--- config.mk ---
export PLATFORM = sky130hd
export DESIGN_NAME = instr_encoder
export DESIGN_NICKNAME = d
export VERILOG_FILES = /design/src/rtl/instr_encoder.sv
export SDC_FILE = /design/constraint.sdc
export NUM_CORES = 1
export LEC_CHECK = 0
export CELL_PAD_IN_SITES_DETAIL_PLACEMENT = 0
export CELL_PAD_IN_SITES_GLOBAL_PLACEMENT = 1
export CORE_UTILIZATION = 44
export CTS_CLUSTER_SIZE = 8
export DETAILED_ROUTE_END_ITERATION = 6
export PLACE_DENSITY_LB_ADDON = 0.1
export SETUP_SLACK_MARGIN = 0.05
export SLEW_MARGIN = 15
export SYNTH_ARGS = -nofsm -noshare
export SYNTH_HDL_FRONTEND = slang
export SYNTH_SLANG_ARGS = --single-unit
export TNS_END_PERCENT = 10
--- constraint.sdc ---
create_clock -name clk -period 3 [get_ports clk]
set_input_delay 0.6 -clock clk [delete_from_list [all_inputs] [get_ports clk]]
set_output_delay 0.6 -clock clk [all_outputs]
set_load 0.005 [all_outputs]
--- src/rtl/instr_encoder.sv ---
`default_nettype none
// ============================================================================
// Module      : instr_encoder
// Description : Encodes simple ALU requests (R-type, I-type ALU, NOP) into
//               RV32I instruction words and queues them in a 4-entry in-order
//               FIFO for a downstream fetch/IF consumer.
// Ports       : clk, reset_n         - clock, async active-low reset
//               flush                - synchronous clear of queued words
//               req_valid/req_ready  - request handshake
//               req_kind, req_funct3, req_funct7b5, req_rd, req_rs1,
//               req_rs2, req_imm     - request fields
//               out_valid/out_ready  - output handshake
//               out_instr            - FIFO head (NOP when empty)
//               fifo_level           - entries queued (0..4)
//               issued_count         - output handshakes, wraps at 16 bits
//               err_illegal          - sticky illegal-request flag
// Revision    : 1.0 - initial release
// ============================================================================
module instr_encoder (
    input  logic        clk,
    input  logic        reset_n,
    input  logic        flush,
    input  logic        req_valid,
    output logic        req_ready,
    input  logic [1:0]  req_kind,
    input  logic [2:0]  req_funct3,
    input  logic        req_funct7b5,
    input  logic [4:0]  req_rd,
    input  logic [4:0]  req_rs1,
    input  logic [4:0]  req_rs2,
    input  logic [11:0] req_imm,
    output logic        out_valid,
    input  logic        out_ready,
    output logic [31:0] out_instr,
    output logic [2:0]  fifo_level,
    output logic [15:0] issued_count,
    output logic        err_illegal
);

    localparam logic [31:0] NOP_INSTR = 32'h0000_0013;
    localparam logic [6:0]  OP_R      = 7'b0110011;
    localparam logic [6:0]  OP_I      = 7'b0010011;
    localparam logic [1:0]  KIND_R    = 2'b00;
    localparam logic [1:0]  KIND_I    = 2'b01;
    localparam logic [1:0]  KIND_NOP  = 2'b10;
    localparam int          DEPTH     = 4;

    logic [31:0] mem [DEPTH];
    logic [1:0]  wr_ptr;
    logic [1:0]  rd_ptr;
    logic [2:0]  level;
    logic [15:0] count;
    logic        err;

    logic [31:0] enc_word;
    logic        enc_illegal;
    logic        is_shift;
    logic [11:0] i_imm;
    logic        accept;
    logic        push;
    logic        pop;

    // Instruction encoder and legality check
    always_comb begin
        enc_word    = NOP_INSTR;
        enc_illegal = 1'b0;
        is_shift    = (req_funct3 == 3'b001) || (req_funct3 == 3'b101);
        // Shift-immediates carry only a 5-bit shamt; bit 30 selects SRAI.
        i_imm       = is_shift ? {1'b0, req_funct7b5, 5'b00000, req_imm[4:0]} : req_imm;
        case (req_kind)
            KIND_R: begin
                enc_illegal = req_funct7b5 && !((req_funct3 == 3'b000) || (req_funct3 == 3'b101));
                enc_word    = {1'b0, req_funct7b5, 5'b00000, req_rs2, req_rs1,
                               req_funct3, req_rd, OP_R};
            end
            KIND_I: begin
                enc_illegal = req_funct7b5 && (req_funct3 != 3'b101);
                enc_word    = {i_imm, req_rs1, req_funct3, req_rd, OP_I};
            end
            KIND_NOP: begin
                enc_word    = NOP_INSTR;
            end
            default: begin
                enc_illegal = 1'b1;
            end
        endcase
    end

    // Gating with reset_n keeps req_ready low while reset is held.
    assign req_ready = reset_n && (level < 3'd4) && !flush;
    assign accept    = req_valid && req_ready;
    assign push      = accept && !enc_illegal;
    assign pop       = out_valid && out_ready;

    always_ff @(posedge clk or negedge reset_n) begin
        if (!reset_n) begin
            wr_ptr <= 2'd0;
            rd_ptr <= 2'd0;
            level  <= 3'd0;
            count  <= 16'd0;
            err    <= 1'b0;
            for (int i = 0; i < DEPTH; i++) begin
                mem[i] <= NOP_INSTR;
            end
        end else begin
            if (accept && enc_illegal) begin
                err <= 1'b1;
            end
            if (flush) begin
                // Flush wins over any push/pop; the counter and error flag keep their values.
                wr_ptr <= 2'd0;
                rd_ptr <= 2'd0;
                level  <= 3'd0;
            end else begin
                if (push) begin
                    mem[wr_ptr] <= enc_word;
                    wr_ptr      <= wr_ptr + 2'd1;
                end
                if (pop) begin
                    rd_ptr <= rd_ptr + 2'd1;
                    count  <= count + 16'd1;
                end
                case ({push, pop})
                    2'b10:   level <= level + 3'd1;
                    2'b01:   level <= level - 3'd1;
                    default: level <= level;
                endcase
            end
        end
    end

    assign out_valid    = (level != 3'd0);
    assign out_instr    = out_valid ? mem[rd_ptr] : NOP_INSTR;
    assign fifo_level   = level;
    assign issued_count = count;
    assign err_illegal  = err;

endmodule
`default_nettype wire

=== Word level (Yosys, flattened, before mapping) ===
Index checks and enable logic that the tools add are counted.

* Add/subtract/negate cells: 5
* Mux-type cells: 16
* Equality and inequality tests: 7
* Reduce and logical (&&, ||, !) cells: 22
* Bitwise operators: 3
* Order comparisons: 4

{| class="wikitable"
|+ Operator list
! operator !! count
|-
| 128-bit bitwise mux || 1
|-
| 32-bit 2-to-1 mux || 4
|-
| 32-bit binary-select mux with 2-bit select || 1
|-
| 32-bit demux with 2-bit select || 1
|-
| 32-bit case mux with 2 select lines || 1
|-
| 16-bit by 1-bit adder with 16-bit output (second input constant) || 1
|-
| 12-bit 2-to-1 mux || 1
|-
| 1-bit logical AND || 9
|-
| 2-bit 2-to-1 mux || 4
|-
| 3-bit greater-or-equal comparator (second input constant) || 2
|-
| 2-bit NOT with 3-bit output || 2
|-
| 3-bit case mux with 2 select lines || 1
|-
| 3-bit nonzero test || 2
|-
| 2-bit by 1-bit adder with 2-bit output (second input constant) || 2
|-
| 2-bit by 1-bit == test with 1-bit output (second input constant) || 2
|-
| 2-bit == test (second input constant) || 2
|-
| 2-bit AND reduction || 2
|-
| 2-bit nonzero test || 2
|-
| 3-bit by 1-bit adder with 3-bit output (second input constant) || 1
|-
| 3-bit by 1-bit == test with 1-bit output (second input constant) || 1
|-
| 3-bit == test (second input constant) || 1
|-
| 1-bit logical NOT || 3
|-
| 3-bit logical NOT || 1
|-
| 3-bit by 1-bit < comparator with 1-bit output (second input constant) || 1
|-
| 8 further kinds || 9
|}

* Output and inout bits: 54
* Bits of input ports: 38
* Logic and storage cells: 66
* Flip-flop bits (word level): 152

=== Depth between registers and ports, before layout ===
* Depth after elaboration: 10
* Gate-level depth with buffers: 9
* Gate-level depth less buffers: 8

=== Worst setup path before layout ===
OpenSTA, ideal clock, no wires.

* Kind: input to register
* From: in req_kind[0]
* To: reg level[1], in the netlist fifo_level[1]
* Arrival time: 2.437 ns
* Buffers on the path: 1
* Stages: 9
* Required time: 2.871 ns
* Slack: 0.434 ns
* Setup time: 0.129 ns
* Cell sequence: buf_6 nor4_4 o31a_2 nor2_1 fa_1 nand2b_1 nor2_1 o21ai_0 nand3_1

* Word-level cells in the longest chain between the ends: 7
* Elaborated cells between the ends (all ways): 11
* Those cells by class: eq/ne (4); mux (3); reduce/logical (4)

{| class="wikitable"
|+ RTL lines
! element !! RTL line !! source
|-
| from (decl) || 25 || <nowiki>input logic [1:0] req_kind,</nowiki>
|-
| 2-bit == test (tied with other cells) || 70 || <nowiki>case (req_kind)</nowiki>
|-
| 1-bit case mux with 3 select lines (*) || 70 ||
|-
| 1-bit logical NOT (*) || 92 || <nowiki>assign push = accept && !enc_illegal;</nowiki>
|-
| 1-bit logical AND (*) || 92 ||
|-
| 2-bit by 1-bit == test with 1-bit output / 2-bit == test (equally long branches) || 123 || <nowiki>case ({push, pop})</nowiki>
|-
| 3-bit case mux with 2 select lines || 123 ||
|-
| 3-bit 2-to-1 mux || 109 || <nowiki>if (flush) begin</nowiki>
|-
| to (signal assigned) || 124 || <nowiki>2'b10: level <= level + 3'd1;</nowiki>
|-
| to (signal assigned) || 125 || <nowiki>2'b01: level <= level - 3'd1;</nowiki>
|-
| to (signal assigned) || 126 || <nowiki>default: level <= level;</nowiki>
|-
| to (decl) || 51 || <nowiki>logic [2:0] level;</nowiki>
|}

Every way passes the cells marked *; elsewhere a longest branch is shown, timed or not.
A chain may end at the register's enable or synchronous reset.

=== Worst setup path after layout ===
* From: reg rd_ptr[0]
* To: out out_instr[5]

* Word-level cells in the longest chain between the ends: 5

{| class="wikitable"
|+ RTL lines
! element !! RTL line !! source
|-
| from (decl) || 50 || <nowiki>logic [1:0] rd_ptr;</nowiki>
|-
| from (signal assigned) || 120 || <nowiki>rd_ptr <= rd_ptr + 2'd1;</nowiki>
|-
| 2-bit NOT with 3-bit output (implied by the code) || 133 || <nowiki>assign out_instr = out_valid ? mem[rd_ptr] : NOP_INSTR;</nowiki>
|-
| 32-bit binary-select mux with 2-bit select || 133 ||
|-
| 32-bit 2-to-1 mux (implied by the code) (2 in series) || 133 ||
|-
| 32-bit 2-to-1 mux || 133 ||
|-
| to (decl) || 34 || <nowiki>output logic [31:0] out_instr,</nowiki>
|}

Every way passes these cells. The select of a mux whose other input is x is not followed.

==> reports/results.ini <==
[finish]
fin_nets=697
most-common-layout-cells=127 x dfrtp_1, 113 x nand2_1, 84 x clkdlybuf4s50_1, 62 x o21ai_1, 38 x o21ai_2
layout_commonest_cell=dfrtp_1
fillers=1183
regArea_um2=3200
fin_area_um2=7980
final_layout_size_suffix_gt1_share_pct=22.1
fin_cells=844
area_growth_pct=25.6
multiInputGateArea_um2=2810
antenna_cells=0
utilization_pct=57.1

[clock_network]
clk_latency_ns=0.41
cts_hold_buf=0
htree_levels=4
cts.sinks=128
cts-root-buf=clkbuf_16
path_clk_slew_ns=0.06
ctsResizeCount=0
post_cts_buffers=0
clockBufferDepth=2
cts_tree=yes
cts_inserted_buffers=17

[timing]
finClkSkew_ns=0.00786
post-route-min-period_ns=2.83
setup_tns_ns=0
grt_setup_unrepaired=false
hold_violations=0
worst_pin_slew_ns=1.00
fin_crit_sh_pct=94.4
setup_viol=0
worst_slack_ns=0.169
max_freq_ghz=0.353
max_slew_margin_pct=33.0
finalMaxSlewViolations=0

[floorplanning]
core_area_um2=14000
ios=92
die_y_um=122
die_w_um=122
num_rows=43
start_util_pct=45.4
design.die.area_um2=14900

[placed_design]
dp_hpwl_mm=9.31
gp_congestion=0.734
portBuffers=85
place_inst=814
place_ws_ns=0.159
placed_area_um2=7370

[synth]
synth_edf_count=0
synthCells=555
async_flop_share_pct=100
seq_area_frac_synth_pct=50.4
synth_seq_cells=128
synth.avg_cell_area_um2=11.5
syn_area_um2=6360
ys_types=48
ys.flop_type=dfrtp_1
yosysWarnings=0

[global_route]
grt_pass1_vias=4362
grt_first_pass_wirelength_mm=22.6
antenna_found_initial=0
grt_util_all_layers_pct=20.4
gr-total-overflow=0
grt_max_degree=82

[power_and_ir_drop]
peakVddDrop_v=0.000518
p_leak_nw=3.38
powerDensity_nw_per_um2=689

[hold_path]
min_path_type=in -> async

[drt]
wl_mm=13.6
drc=0
first_iter_violations=232
via_per_inst=5.11
firstDrtPassIters=5
num_vias=4312
antenna_left=0
wl_per_cell_um=16.1

[worst_setup_path]
critical_path_class=reg -> out
crit_arrival_ns=2.23
reg2reg_depth=8
cp-start-kind=register
setup.worst_path.end_class=primary output
cp.required_ns=2.40
worstPathMaxFanout=14

[flow_run]
drv_cap=0

[outcome]
outcome=complete, no violations

## sequential cells by signal, indices dropped and copies added, names as in the netlist
signal / cells
err_illegal: 1
fifo_level: 3
issued_count: 16
mem: 104
rd_ptr: 2
wr_ptr: 2
## kinds of logic (layout without fill, tap and decap cells)
logic type / after synthesis / in the layout / synth area share, %
and+or+nand+nor: 197 / 197 / 15.0
DFF: 128 / 128 / 50.4
AOI/OAI and AO/OA: 118 / 118 / 13.2
buffers and inverters: 49 / 154 / 5.92
muxes: 37 / 37 / 11.3
xor gates and xnor gates: 18 / 18 / 2.70
adders and majority gates: 6 / 6 / 1.30
other: 2 / 6 / 0.118
## final timing paths
check                         startpoint            end  slack, ns
max                            rd_ptr[0]   out_instr[5]       0.17
min                              reset_n  fifo_level[0]       0.18
max reg2reg                fifo_level[2]  fifo_level[1]       0.85
min reg2reg                  err_illegal    err_illegal       0.46
max in group asynchronous        reset_n      rd_ptr[0]       1.47
min in group clk             err_illegal    err_illegal       0.46
## cell usage after synthesis, types with 2 or more instances
master | instances | area (um2)
buf_4 | 6 | 45.0
mux2_4 | 4 | 60.1
mux4_2 | 26 | 586
o21ai_0 | 3 | 15.0
xnor2_1 | 13 | 114
o21ai_1 | 62 | 310
nor2b_1 | 28 | 175
nor3_1 | 6 | 30.0
nand4_1 | 4 | 25.0
inv_1 | 7 | 26.3
nand3b_1 | 3 | 22.5
dfrtp_1 | 128 | 3200
clkbuf_2 | 2 | 10.0
nor4bb_1 | 2 | 20.0
buf_1 | 2 | 7.51
o311ai_4 | 4 | 105
nand2b_1 | 14 | 87.6
or2_2 | 6 | 37.5
nand3_1 | 6 | 30.0
conb_1 | 2 | 7.51
buf_2 | 3 | 15.0
clkbuf_1 | 7 | 26.3
mux2i_1 | 5 | 50.1
xor2_1 | 4 | 35.0
nand2_1 | 113 | 424
o31ai_1 | 2 | 15.0
o21ai_2 | 38 | 333
and3_1 | 2 | 12.5
ha_1 | 5 | 62.6
a21oi_1 | 4 | 20.0
nor2_1 | 6 | 22.5
buf_6 | 21 | 236
nor3b_1 | 2 | 15.0
## critical path, stage by stage, from the launching register on
cell and delay (ns):
dfrtp_2 0.35, buf_4 0.29, mux4_2 0.56, nor2b_1 0.16, clkdlybuf4s50_1 0.45
## layer usage
layer / GRT usage, % / up-vias / wire [um]
met3: 4.03 / 11 / 506
li1: - / 2123 / -
met4: 8.00 / 0 / 134
met1: 27.9 / 2094 / 6330
met2: 31.7 / 84 / 6620
met5: 0 / - / 0
## metrics by stage
step / total power, mW / hold WS, ns
detailed placement: 3.43 / 0.450
CTS: 5.59 / 0.180
global placement: 3.40 / 0.446
floorplan: 2.83 / 0.304
finish: 5.50 / 0.184
global route: 5.79 / 0.200
## report_power, final
group | switching [mW] | leakage [nW] | total, mW | internal (mW)
clock | 0.705 | 0.305 | 2.13 | 1.43
combinational | 0.624 | 1.32 | 1.35 | 0.727
sequential | 0.120 | 1.75 | 2.02 | 1.90
total | 1.45 | 3.38 | 5.50 | 4.05
## area by class of cell
class	instances	share of cell area, %
Timing Repair Buffer	117	13.8
Sequential cell	128	40.1
Inverter	7	0.329
Multi-Input combinational cell	382	35.2
Clock inverter	5	1.25
Tap cell	180	2.82
Clock buffer	25	6.46
(Power assumes the default switching activity.)
